## src/rtl/timer_pkg.sv

```systemverilog
`default_nettype none
// ============================================================================
// Module      : timer_pkg
// Description : Shared constants for the round timer: FSM state encodings,
//               BCD digit width and the reload-to-BCD constant function.
// Revision    : 1.0 - initial release
// ============================================================================
package timer_pkg;

  // FSM state encodings (also presented on state_out)
  localparam logic [1:0] c_st_idle   = 2'b00;
  localparam logic [1:0] c_st_run    = 2'b01;
  localparam logic [1:0] c_st_paused = 2'b10;
  localparam logic [1:0] c_st_end    = 2'b11;

  localparam int BCD_W = 4;

  // Elaboration-time conversion of the reload value; the run-time BCD copy
  // is maintained by the borrow chain, never by division.
  function automatic logic [3*BCD_W-1:0] to_bcd(input logic [9:0] v);
    int n;
    n = int'(v);
    return {4'(n / 100), 4'((n / 10) % 10), 4'(n % 10)};
  endfunction

endpackage
`default_nettype wire

```

## src/rtl/round_timer_if.sv

```systemverilog
`default_nettype none
// ============================================================================
// Module      : round_timer_if
// Description : Control/status bundle of the round timer.
//               master : drives start/pause/game_over, observes status
//               slave  : the timer itself
//               start, pause, game_over : game controls (1 bit each)
//               seg_out[9:0]   : binary countdown
//               bcd_out[11:0]  : {hundreds, tens, ones} of seg_out
//               endf, round_done, rounds[3:0], state_out[1:0] : status
// Revision    : 1.0 - initial release
// ============================================================================
interface round_timer_if;
  logic        start;
  logic        pause;
  logic        game_over;
  logic [9:0]  seg_out;
  logic        endf;
  logic        round_done;
  logic [11:0] bcd_out;
  logic [3:0]  rounds;
  logic [1:0]  state_out;

  modport master (
    output start, pause, game_over,
    input  seg_out, endf, round_done, bcd_out, rounds, state_out
  );

  modport slave (
    input  start, pause, game_over,
    output seg_out, endf, round_done, bcd_out, rounds, state_out
  );
endinterface
`default_nettype wire

```

## src/rtl/bcd_dec_digit.sv

```systemverilog
`default_nettype none
// ============================================================================
// Module      : bcd_dec_digit
// Description : One BCD digit of a down-counter. Decrements when dec is
//               high, wrapping 0 -> 9 and raising borrow_out for the next
//               more-significant digit. load has priority over dec.
//               clk_1H, reset : clock / synchronous active-high reset
//               load, load_val: synchronous load
//               dec           : decrement enable (borrow in)
//               digit         : current digit value
//               borrow_out    : decrement request for the next digit
// Revision    : 1.0 - initial release
// ============================================================================
module bcd_dec_digit
  import timer_pkg::*;
#(
  parameter logic [BCD_W-1:0] RESET_VAL = '0
) (
  input  logic             clk_1H,
  input  logic             reset,
  input  logic             load,
  input  logic [BCD_W-1:0] load_val,
  input  logic             dec,
  output logic [BCD_W-1:0] digit,
  output logic             borrow_out
);

  logic [BCD_W-1:0] r_digit;

  always_ff @(posedge clk_1H) begin
    if (reset) begin
      r_digit <= RESET_VAL;
    end else if (load) begin
      r_digit <= load_val;
    end else if (dec) begin
      r_digit <= (r_digit == '0) ? BCD_W'(9) : r_digit - BCD_W'(1);
    end
  end

  assign digit      = r_digit;
  assign borrow_out = dec && (r_digit == '0);

endmodule
`default_nettype wire

```

## src/rtl/round_timer.sv

```systemverilog
`default_nettype none
// ============================================================================
// Module      : round_timer
// Description : Game round timer. Counts ROUND_SECS down to 0 once per
//               round (one zero cycle per round), counts completed rounds
//               and raises endf after MAX_ROUNDS rounds or on game_over.
//               A BCD copy of the countdown is kept in lock-step.
//               clk_1H : 1 Hz game tick
//               reset  : synchronous, active-high
//               bus    : round_timer_if slave (controls and status)
// Revision    : 1.0 - initial release
// ============================================================================
module round_timer
  import timer_pkg::*;
#(
  parameter logic [9:0] ROUND_SECS = 10'd60,
  parameter logic [3:0] MAX_ROUNDS = 4'd9
) (
  input  logic         clk_1H,
  input  logic         reset,
  round_timer_if.slave bus
);

  localparam logic [3*BCD_W-1:0] c_reload_bcd = to_bcd(ROUND_SECS);

  logic [1:0] r_state, w_state;
  logic [9:0] r_seg, w_seg;
  logic [3:0] r_rounds, w_rounds;
  logic       r_endf, w_endf;
  logic       r_round_done, w_round_done;
  logic       w_dec;   // binary counter decrements this edge
  logic       w_load;  // counter reloads to ROUND_SECS this edge

  always_comb begin
    w_state      = r_state;
    w_seg        = r_seg;
    w_rounds     = r_rounds;
    w_endf       = r_endf;
    w_round_done = 1'b0;
    w_dec        = 1'b0;
    w_load       = 1'b0;

    case (r_state)
      c_st_idle: begin
        w_seg    = ROUND_SECS;
        w_rounds = '0;
        w_load   = 1'b1;
        if (bus.start) w_state = c_st_run;
      end

      c_st_run: begin
        if (bus.game_over) begin
          w_state = c_st_end;
          w_endf  = 1'b1;
        end else if (r_seg == '0) begin
          // Zero cycle: pause is deliberately not looked at here so the
          // downstream advance pulse is always exactly one clock wide.
          w_rounds = r_rounds + 4'd1;
          if (w_rounds == MAX_ROUNDS) begin
            w_state = c_st_end;
            w_endf  = 1'b1;
          end else begin
            w_seg  = ROUND_SECS;
            w_load = 1'b1;
          end
        end else if (bus.pause) begin
          w_state = c_st_paused;
        end else begin
          w_seg        = r_seg - 10'd1;
          w_dec        = 1'b1;
          w_round_done = (r_seg == 10'd1);
        end
      end

      c_st_paused: begin
        if (bus.game_over) begin
          w_state = c_st_end;
          w_endf  = 1'b1;
        end else if (!bus.pause) begin
          // Release resumes counting on the same edge, so the held value
          // is followed directly by the next count.
          w_state = c_st_run;
          if (r_seg != '0) begin
            w_seg        = r_seg - 10'd1;
            w_dec        = 1'b1;
            w_round_done = (r_seg == 10'd1);
          end
        end
      end

      c_st_end: begin
        if (bus.start) begin
          w_state  = c_st_run;
          w_seg    = ROUND_SECS;
          w_rounds = '0;
          w_endf   = 1'b0;
          w_load   = 1'b1;
        end
      end

      default: w_state = c_st_idle;
    endcase
  end

  always_ff @(posedge clk_1H) begin
    if (reset) begin
      r_state      <= c_st_idle;
      r_seg        <= ROUND_SECS;
      r_rounds     <= '0;
      r_endf       <= 1'b0;
      r_round_done <= 1'b0;
    end else begin
      r_state      <= w_state;
      r_seg        <= w_seg;
      r_rounds     <= w_rounds;
      r_endf       <= w_endf;
      r_round_done <= w_round_done;
    end
  end

  // BCD shadow counter: ones digit decrements with the binary counter,
  // each borrow ripples to the next digit.
  logic [3*BCD_W-1:0] w_bcd;
  logic [2:0]         w_borrow_out;
  logic [2:0]         w_borrow_in;
  logic               w_borrow_unused;

  assign w_borrow_in     = {w_borrow_out[1:0], w_dec};
  assign w_borrow_unused = w_borrow_out[2];

  generate
    for (genvar i = 0; i < 3; i++) begin : g_digit
      bcd_dec_digit #(
        .RESET_VAL (c_reload_bcd[BCD_W*i +: BCD_W])
      ) u_digit (
        .clk_1H     (clk_1H),
        .reset      (reset),
        .load       (w_load),
        .load_val   (c_reload_bcd[BCD_W*i +: BCD_W]),
        .dec        (w_borrow_in[i]),
        .digit      (w_bcd[BCD_W*i +: BCD_W]),
        .borrow_out (w_borrow_out[i])
      );
    end
  endgenerate

  assign bus.seg_out    = r_seg;
  assign bus.endf       = r_endf;
  assign bus.round_done = r_round_done;
  assign bus.bcd_out    = w_bcd;
  assign bus.rounds     = r_rounds;
  assign bus.state_out  = r_state;

endmodule
`default_nettype wire
```

## src/flat_wrapper.sv

```systemverilog
// flat-port wrapper written by rule: the top's interface ports become plain ports
module round_timer_flat import timer_pkg::*;
#(
  parameter logic [9:0] ROUND_SECS = 10'd60,
  parameter logic [3:0] MAX_ROUNDS = 4'd9
)
  (clk_1H, reset, bus_start, bus_pause, bus_game_over, bus_seg_out, bus_endf, bus_round_done, bus_bcd_out, bus_rounds, bus_state_out);
  round_timer_if bus_i ();
  input  logic clk_1H;
  input  logic reset;
  input wire logic [$bits(bus_i.start)-1:0] bus_start;
  input wire logic [$bits(bus_i.pause)-1:0] bus_pause;
  input wire logic [$bits(bus_i.game_over)-1:0] bus_game_over;
  output wire logic [$bits(bus_i.seg_out)-1:0] bus_seg_out;
  output wire logic [$bits(bus_i.endf)-1:0] bus_endf;
  output wire logic [$bits(bus_i.round_done)-1:0] bus_round_done;
  output wire logic [$bits(bus_i.bcd_out)-1:0] bus_bcd_out;
  output wire logic [$bits(bus_i.rounds)-1:0] bus_rounds;
  output wire logic [$bits(bus_i.state_out)-1:0] bus_state_out;
  assign bus_i.start = bus_start;
  assign bus_i.pause = bus_pause;
  assign bus_i.game_over = bus_game_over;
  assign bus_seg_out = bus_i.seg_out;
  assign bus_endf = bus_i.endf;
  assign bus_round_done = bus_i.round_done;
  assign bus_bcd_out = bus_i.bcd_out;
  assign bus_rounds = bus_i.rounds;
  assign bus_state_out = bus_i.state_out;
  round_timer #(.ROUND_SECS(ROUND_SECS), .MAX_ROUNDS(MAX_ROUNDS)) u_core (.clk_1H(clk_1H), .reset(reset), .bus(bus_i));
endmodule
```

## config.mk

```make
export PLATFORM = sky130hd
export DESIGN_NAME = round_timer_flat
export DESIGN_NICKNAME = d
export VERILOG_FILES = /design/src/rtl/timer_pkg.sv /design/src/rtl/round_timer_if.sv /design/src/rtl/bcd_dec_digit.sv /design/src/rtl/round_timer.sv /design/src/flat_wrapper.sv
export SDC_FILE = /design/constraint.sdc
export NUM_CORES = 1
export LEC_CHECK = 0
export ABC_AREA = 1
export BUFFER_PORTS_ARGS = -buffer_cell sky130_fd_sc_hd__buf_4
export CORE_UTILIZATION = 55
export CTS_CLUSTER_SIZE = 24
export DETAILED_ROUTE_END_ITERATION = 8
export GPL_TIMING_DRIVEN = 0
export MAX_ROUTING_LAYER = met4
export PLACE_DENSITY = 0.79
export SLEW_MARGIN = 20
export SYNTH_ARGS = -nofsm -noshare
export SYNTH_HDL_FRONTEND = slang
export SYNTH_SLANG_ARGS = --single-unit
```

## constraint.sdc

```tcl
create_clock -name clk_1H -period 2.3 [get_ports clk_1H]
set_input_delay 0.23 -clock clk_1H [delete_from_list [all_inputs] [get_ports clk_1H]]
set_output_delay 0.23 -clock clk_1H [all_outputs]
set_load 0.1 [all_outputs]
```

**After elaboration in Yosys (flattened, before gate mapping)**

Cells that the tools add are included.

- Output and inout bits: 30
- Input bits: 5
- Flip-flop bits (word level): 30
- Word-level logic and storage cells: 98

- Equality and inequality tests: 20
- Reductions and logical operators: 16
- Mux-type cells: 49
- Add/subtract/negate cells: 5

Operators by type and width:

| cell | number |
|---|---|
| $mux W10 | 8 |
| $pmux W10 S4 | 1 |
| $mux W4 | 6 |
| $mux W1 | 21 |
| $mux W2 | 7 |
| $logic_not A4 Y1 | 3 |
| $pmux W4 S3 | 1 |
| $sub A4 B1 Y4 const B | 3 |
| $eq A10 B1 Y1 const B | 1 |
| $logic_not A10 Y1 | 1 |
| $ne A2 B2 Y1 const B | 5 |
| $reduce_bool A10 Y1 | 1 |
| $sub A10 B1 Y10 const B | 1 |
| $ne A3 B2 Y1 const B | 3 |
| $reduce_and A4 Y1 | 2 |
| $reduce_and A7 Y1 | 1 |
| $ne A2 B1 Y1 const B | 3 |
| $ne A3 B3 Y1 const B | 2 |
| $pmux W1 S3 | 2 |
| $pmux W2 S3 | 1 |
| $reduce_bool A3 Y1 | 2 |
| $reduce_and A5 Y1 | 1 |
| $add A4 B1 Y4 const B | 1 |
| $eq A2 B2 Y1 const B | 2 |
| 8 further kinds | 11 |

**Depth between registers and ports, before layout**

Gate-level depths: netlist of run 1.

- Word-level depth: 7
- Depth in mapped cells: 14
- Gate-level depth less buffers: 13

**By module**

A second synthesis of run 1 with hierarchy kept.

- Cells, all modules: 323
- Area total of the unflattened synthesis: 2095.8 um^2

By module, submodules not included:

| module | area an instance (um^2) | cells an instance | instances |
|---|---|---|---|
| round_timer | 1362.6 | 206 | 1 |
| bcd_dec_digit at u_core.g_digit[0].u_digit ... | 246.5 | 40 | 2 |
| bcd_dec_digit at u_core.g_digit[1].u_digit | 240.2 | 37 | 1 |

**Worst setup path after synthesis of run 1**

OpenSTA, ideal clock, no wires.

- Path kind: register to register
- Start: register u_core.r_state[1] (netlist: u_core.bus.state_out[1])
- End: register u_core.r_seg[1] (netlist: u_core.bus.seg_out[1])
- Arrival: 2.404 ns
- Slack: -0.221 ns
- Clock period less this slack: 2.521 ns
- Required time: 2.183 ns
- Stages on the path, launching flop included: 11
- Cells stage by stage: dfxtp_1 inv_1 ha_1 buf_4 nand2_1 nand3_1 nand3b_1 nor2_2 nand2_1 nand2_1 nor2_1

- Longest elaborated chain between the ends: 3

Ends and longest elaborated chain:

| item | RTL line | RTL |
|---|---|---|
| start, declared | round_timer.sv:26 | `logic [1:0] r_state, w_state;` |
| start signal, assigned | round_timer.sv:107 | `r_state <= c_st_idle;` |
| start signal, assigned | round_timer.sv:113 | `r_state <= w_state;` |
| $eq A2 B1 Y1 / $eq A2 B2 Y1 (equally long branches) | round_timer.sv:43 | `case (r_state)` |
| $ne A3 B3 Y1 (no source line) (tied with other cells) | n/a |  |
| $reduce_and A7 Y1 (no source line) | n/a |  |
| end signal, assigned | round_timer.sv:114 | `r_seg <= w_seg;` |
| end, declared | round_timer.sv:27 | `logic [9:0] r_seg, w_seg;` |

Parallel ways exist; a longest one is shown, timed or not.
A chain may end at the register's enable or synchronous reset.

**Worst setup path after layout of run 1**

- Start: register u_core.r_state[0] (netlist: u_core.bus.state_out[0])
- End: register u_core.r_seg[0] (netlist: u_core.bus.seg_out[0])

The elaborated chain is that of the path after synthesis.

==> results.yml, run 1 <==
clocking:
  numClockSinks: 30
  insertion_delay_ns: 0.34
  post_cts_resized: 0
  clock-root-buffer: "clkbuf_4"
  clk_pin_slew_ns: 0.09
  post_cts_buffers: 0
  clock_path_buffers: 2
  numCtsBuffers: 5
  holdBufCountCts: 0
  cts_tree: "built"
  h-tree-depth: 2
floorplanning:
  core_area_mm2: 0.00342
  io_pins: 35
  die-area_mm2: 0.00391
  die_width_um: 62.5
  rows: 21
  die_h_um: 62.5
  initial_core_util_pct: 59.0
power_and_ir_drop:
  power_switching_mw: 1.33
  p_seq_share_pct: 27.8
  power_frac_comb_pct: 59.2
  p_leak_nw: 1.19
  power.internal_mw: 1.11
  swShare_pct: 54.6
  peakVddDrop_v: 0.000527
  p_per_area_mw_per_mm2: 1020
  p_clk_share_pct: 13.0
setup_path:
  slowest_delay_ns: 0.40
  startpoint_type: "flop"
  crit_chain: "inv_1 -> ha_1 -> nand2_1 -> nand3_1 -> nand3b_1 -> nor2_2 -> nand2_1 -> a21oi_2"
  crit_path_frequent_cell: "nand2_1"
  crit_type: "reg -> reg"
  r2r_slack_ns: 0.39
  r2r_cells: 8
  cp_max_fo: 7
  crit_required_ns: 2.57
  cp-end-kind: "flop"
  crit_start: "u_core.bus.state_out[0]$_SDFFE_PP0P_"
  slowest_stage: "dfxtp_2"
  r2r-end: "u_core.bus.seg_out[0]$_SDFFE_PP0P_"
  crit_arrival_ns: 2.18
  crit-reg2reg-launch: "u_core.bus.state_out[0]$_SDFFE_PP0P_"
logic_synthesis:
  yosys_most_used_dff: "dfxtp_1"
  syn-instance-count: 305
  synth_area_mm2: 0.00202
  yosysMostFrequentCell: "nand2_1"
  yosys-top-cells-count: "nand2_1 (86), inv_1 (43), nor2_1 (39)"
  ys_async_sr_fraction_pct: 0
  ys_seq_elements: 30
  syn-num-nets: 320
  ys_seq_area_share_pct: 29.8
  yosys_warnings: 0
  synth.avg_cell_area_um2: 6.61
  synth_top_area_cell: "dfxtp_1"
  synthTopCellsByArea: "dfxtp_1 (30%), nand2_1 (16%), inv_1 (8.0%)"
  yosysUniqueCellTypes: 31
  synth_edf_count: 0
  yosysTopAreaCellShare_pct: 29.8
hold_path:
  holdCritStartpoint: "reset"
  holdPathEnd: "u_core.bus.seg_out[0]$_SDFFE_PP0P_"
  whs_path_depth: 2
  hp-class: "in -> reg"
placement:
  portBuffers: 34
  gp_congestion: 0.834
  dp_hpwl_um: 3170
route:
  drt_wl_total_um: 4150
  drt_iter0_drc: 123
  firstDrtPassIters: 4
  avgRoutedWirePerCell_um: 10.6
  vias_per_cell: 5.01
  drc_errors: 0
  ant_nets: 0
  via_count: 1960
final_layout:
  n_fill_cell: 314
  drive_above_1_share_pct: 20.9
  multiInputGateArea_mm2: 0.00123
  nNetsFinal: 361
  area_growth_syn_to_layout_pct: 18.2
  antenna_cells: 0
  regArea_um2: 604
sta:
  finalClockSkew_ns: 0.0121
  tightestPinTransition_ns: 0.476
  hold_violations: 0
  slew_headroom_pct: 68.2
  fin_hold_ws_ns: 0.0936
  slew_violations: 0
  period_minus_slack_ns: 1.91
  finalSetupViolCount: 0
  rsz0062_at_grt: "false"
  finalCritPeriodShare_pct: 83.0
  max_freq_mhz: 524
  fin_setup_tns_ns: 0
job:
  cap_viol_max_count: 0
global_route:
  antenna_found_initial: 0
  grt_max_degree: 11
  grt_pass1_vias: 1777
  gr-usage-all-layers_pct: 24.4
  gr-total-overflow: 0
  grt_first_pass_wirelength_um: 7440
status:
  status: "completed"
-- cell type report --
class                           instances  area share (%)
Multi-Input combinational cell        227            51.7
Inverter                               46            7.24
Clock buffer                            6            2.15
Tap cell                               46            2.41
Sequential cell                        30            25.4
Buffer                                  2           0.472
Timing Repair Buffer                   34            10.7
-- metal layers --
metal / up-vias / track usage (%) / wire length, um
li1: 1036 / - / -
met1: 882 / 26.9 / 1880
met2: 38 / 42.0 / 2050
met3: 4 / 6.57 / 182
met4: 0 / 8.72 / 40
met5: - / - / 0
-- sequential cells by signal (all words and copies together) (netlist names) --
register / cells
u_core.bus.endf: 1
u_core.bus.round_done: 1
u_core.bus.rounds: 4
u_core.bus.seg_out: 10
u_core.bus.state_out: 2
u_core.g_digit.u_digit.digit: 12
-- kinds of logic after synthesis --
family	Yosys count	synth area share, %
flops	30	29.8
fa+ha+maj	10	6.21
buf+inv	48	9.12
simple gates	182	43.1
xor+xnor	7	3.04
compound gates	28	8.69
-- cell usage in the layout, fill, tap and decap left out, types with 9 or more instances in the layout --
master / n
nor2_1: 39
buf_4: 35
ha_1: 10
nand4_1: 9
a21oi_1: 9
dfxtp_1: 27
inv_1: 43
nand3_1: 20
o21ai_0: 9
nand2_1: 86
-- worst max-delay path: cells and delay by family (launching register included) --
| kind | cells | cell delay, ns |
|---|---|---|
| adder cells (fa/ha/maj) | 1 | 0.29 |
| flip-flops | 1 | 0.40 |
| buffers and inverters | 1 | 0.09 |
| AND/OR/NAND/NOR | 5 | 0.94 |
| AO/OA/AOI/OAI | 1 | 0.13 |
-- through the flow --
stage	setup slack [ns]	cells	utilization, %	total power, mW	cell area (um^2)
floorplan	0.00992	305	-	1.87	2020
global placement	0.448	385	68.3	2.12	2330
detailed placement	0.419	385	68.3	2.13	2330
CTS	0.398	391	69.8	2.46	2380
global route	0.187	391	69.8	2.63	2380
finish	0.390	391	69.8	2.44	2380
-- power by group through the flow --
| stage | registers, mW | clock network [mW] | logic (mW) |
|---|---|---|---|
| finish | 0.679 | 0.316 | 1.44 |
| global route | 0.693 | 0.357 | 1.58 |
| CTS | 0.679 | 0.332 | 1.44 |
| detailed placement | 0.690 | 0 | 1.44 |
| global placement | 0.689 | 0 | 1.43 |
| floorplan | 1.14 | 0 | 0.727 |
-- worst max path at each step --
stage,to,slack [ns],cells past startpoint
finish,u_core.bus.seg_out[0]$_SDFFE_PP0P_,0.39,8
global route,u_core.g_digit[2].u_digit.digit[3]$_SDFFE_PP0P_,0.19,11
CTS,u_core.bus.seg_out[0]$_SDFFE_PP0P_,0.40,8
detailed placement,u_core.bus.seg_out[0]$_SDFFE_PP0P_,0.42,8
global placement,u_core.bus.seg_out[1]$_SDFFE_PP0P_,0.45,9
floorplan,u_core.g_digit[2].u_digit.digit[2]$_SDFFE_PP0P_,0.01,9
(Power assumes the default switching activity.)
==> run 2: changes to the inputs <==
==> constraint.sdc (replaced) <==
create_clock -name clk_1H -period 1.9 [get_ports clk_1H]
set_input_delay 0.19 -clock clk_1H [delete_from_list [all_inputs] [get_ports clk_1H]]
set_output_delay 0.19 -clock clk_1H [all_outputs]
set_load 0.1 [all_outputs]
==> run 2 against run 1 <==
Against the previous run: combinational power up 30%; final cell count increased by 2.0%; fmax rose by 8.6%; critical path depth rose by 5; worst hold slack got worse by 0.033 ns; critical path type unchanged; critical endpoint is now u_core.g_digit[1].u_digit.digit[2]$_SDFFE_PP1P_; largest cell class unchanged.
==> results.yml, run 2 (synthesis gave the netlist of run 1 again) <==
status:
  status: "completed"
route:
  drc_errors: 0
  drt_iter0_drc: 59
  drt_wl_total_um: 4290
  avgRoutedWirePerCell_um: 10.7
  firstDrtPassIters: 4
  via_count: 1985
  vias_per_cell: 4.97
  ant_nets: 0
clocking:
  clock-root-buffer: "clkbuf_4"
  numCtsBuffers: 5
  h-tree-depth: 2
  clk_pin_slew_ns: 0.10
  holdBufCountCts: 0
  insertion_delay_ns: 0.34
  numClockSinks: 30
  clock_path_buffers: 2
  cts_tree: "built"
global_route:
  gr-usage-all-layers_pct: 23.8
  grt_first_pass_wirelength_um: 7260
  grt_pass1_vias: 1710
  antenna_found_initial: 0
  gr-total-overflow: 0
  grt_max_degree: 11
floorplanning:
  io_pins: 35
  die_width_um: 62.5
  rows: 21
  die_h_um: 62.5
  core_area_mm2: 0.00342
  initial_core_util_pct: 59.0
  die-area_mm2: 0.00391
setup_path:
  crit_type: "reg -> reg"
  cp-end-kind: "flop"
  cp_max_fo: 10
  slowest_stage: "dfxtp_4"
  crit_arrival_ns: 1.97
  slowest_delay_ns: 0.39
  critPathTopFamily: "simple AND/OR/NAND/NOR gates"
  startpoint_type: "flop"
  crit_chain: "inv_2 -> ha_2 -> buf_6 -> nor2_2 -> inv_2 -> nand2_2 -> nor2_4 -> nand2_4 -> nor2_8 -> buf_6 -> buf_4 -> nand2_1 -> nand4_1"
  crit_required_ns: 2.11
  cp.buffers_inverters: 5
sta:
  tightestPinTransition_ns: 0.470
  slew_headroom_pct: 68.5
  max_freq_mhz: 568
  period_minus_slack_ns: 1.76
  finalCritPeriodShare_pct: 92.6
  finalSetupViolCount: 0
  setup_slack_ns: 0.141
  slew_violations: 0
  finalClockSkew_ns: 0.0134
  fin_hold_ws_ns: 0.0601
  hold_violations: 0
  rsz0062_at_grt: "true"
final_layout:
  regArea_um2: 628
  final_area_mm2: 0.00250
  multiInputGateArea_mm2: 0.00126
  nNetsFinal: 367
  utilization_pct: 73.1
  drive_above_1_share_pct: 28.6
  antenna_cells: 0
  area_growth_syn_to_layout_pct: 23.9
  final_cell_mix: "nand2_1 (86), inv_1 (39), nor2_1 (39), buf_4 (39), nand3_1 (19)"
  mostFrequentLayoutCell: "nand2_1"
  n_fill_cell: 290
  largest_reg_flops: 12
  instances_no_fill: 399
power_and_ir_drop:
  p_per_area_mw_per_mm2: 1250
  peakVddDrop_v: 0.000664
  p_leak_nw: 1.23
placement:
  dp_hpwl_um: 3130
  dp.cells: 385
  gp_congestion: 0.836
  place_ws_ns: 0.0437
  place_area_mm2: 0.00237
  portBuffers: 34
job:
  cap_viol_max_count: 0
hold_path:
  hp-class: "in -> reg"
## run 2: cell types whose count changed in the layout (fill, tap and decap cells not counted), moves of 2 or more
cell,previous run,this run
buf_4,35,39
dfxtp_4,0,3
dfxtp_1,27,14
buf_6,0,2
inv_2,3,6
ha_1,10,6
inv_1,43,39
dfxtp_2,3,13
ha_2,0,3
## run 2: stage by stage
step / setup TNS, ns / power [mW]
after global routing: -0.0332 / 3.37
after global placement: 0 / 2.62
after floorplan: 0 / 2.30
after detailed placement: 0 / 2.64
after CTS: 0 / 3.06
final: 0 / 3.13
## run 2: cell type report
cell class	instances	share of cell area [%]
multi-input combinational	227	50.3
sequential	30	25.2
buffer	2	0.601
timing repair buffer	40	12.2
inverter	46	7.06
clock buffer	7	2.20
tap	46	2.30
clock inverter	1	0.200
## run 2: path summary, 6_finish.rpt
check | start | to | slack [ns] | depth (start not counted)
worst max-delay path | u_core.bus.state_out[1]$_SDFFE_PP0P_ | u_core.g_digit[1].u_digit.digit[2]$_SDFFE_PP1P_ | 0.14 | 13
worst min-delay path | reset | u_core.bus.seg_out[0]$_SDFFE_PP0P_ | 0.06 | 2
worst max register to register | u_core.bus.state_out[1]$_SDFFE_PP0P_ | u_core.g_digit[1].u_digit.digit[2]$_SDFFE_PP1P_ | 0.14 | 13
worst min register to register | u_core.bus.endf$_SDFFE_PP0P_ | u_core.bus.endf$_SDFFE_PP0P_ | 0.49 | 2
## run 2: per-layer routing
layer | track usage [%] | share of wire (%) | vias to the layer above
met5 | - | 0 | -
met2 | 39.3 | 49 | 39
met3 | 3.83 | 3.5 | 8
met4 | 11.0 | 1.7 | 0
met1 | 28.3 | 45 | 884
li1 | - | - | 1054
## run 2: where the power goes
group / leakage (nW) / total (mW) / internal (mW) / switching, mW
logic: 0.944 / 1.87 / 0.551 / 1.32
clock network: 0.0353 / 0.406 / 0.179 / 0.227
registers: 0.249 / 0.850 / 0.732 / 0.118
total: 1.23 / 3.13 / 1.46 / 1.67
## run 2: worst reg2reg max path, stage by stage, from the launching register on
cell,delay (ns)
dfxtp_4,0.39
inv_2,0.06
ha_2,0.17
buf_6,0.13
nor2_2,0.15
inv_2,0.06
nand2_2,0.07
nor2_4,0.04
nand2_4,0.11
nor2_8,0.07
buf_6,0.13
buf_4,0.12
nand2_1,0.05
nand4_1,0.09
## run 2: repair_timing
action | CTS | global route
gates resized for setup | 0 | 10
endpoints found under the setup margin | 0 | 20
buffers inserted | 0 | 6
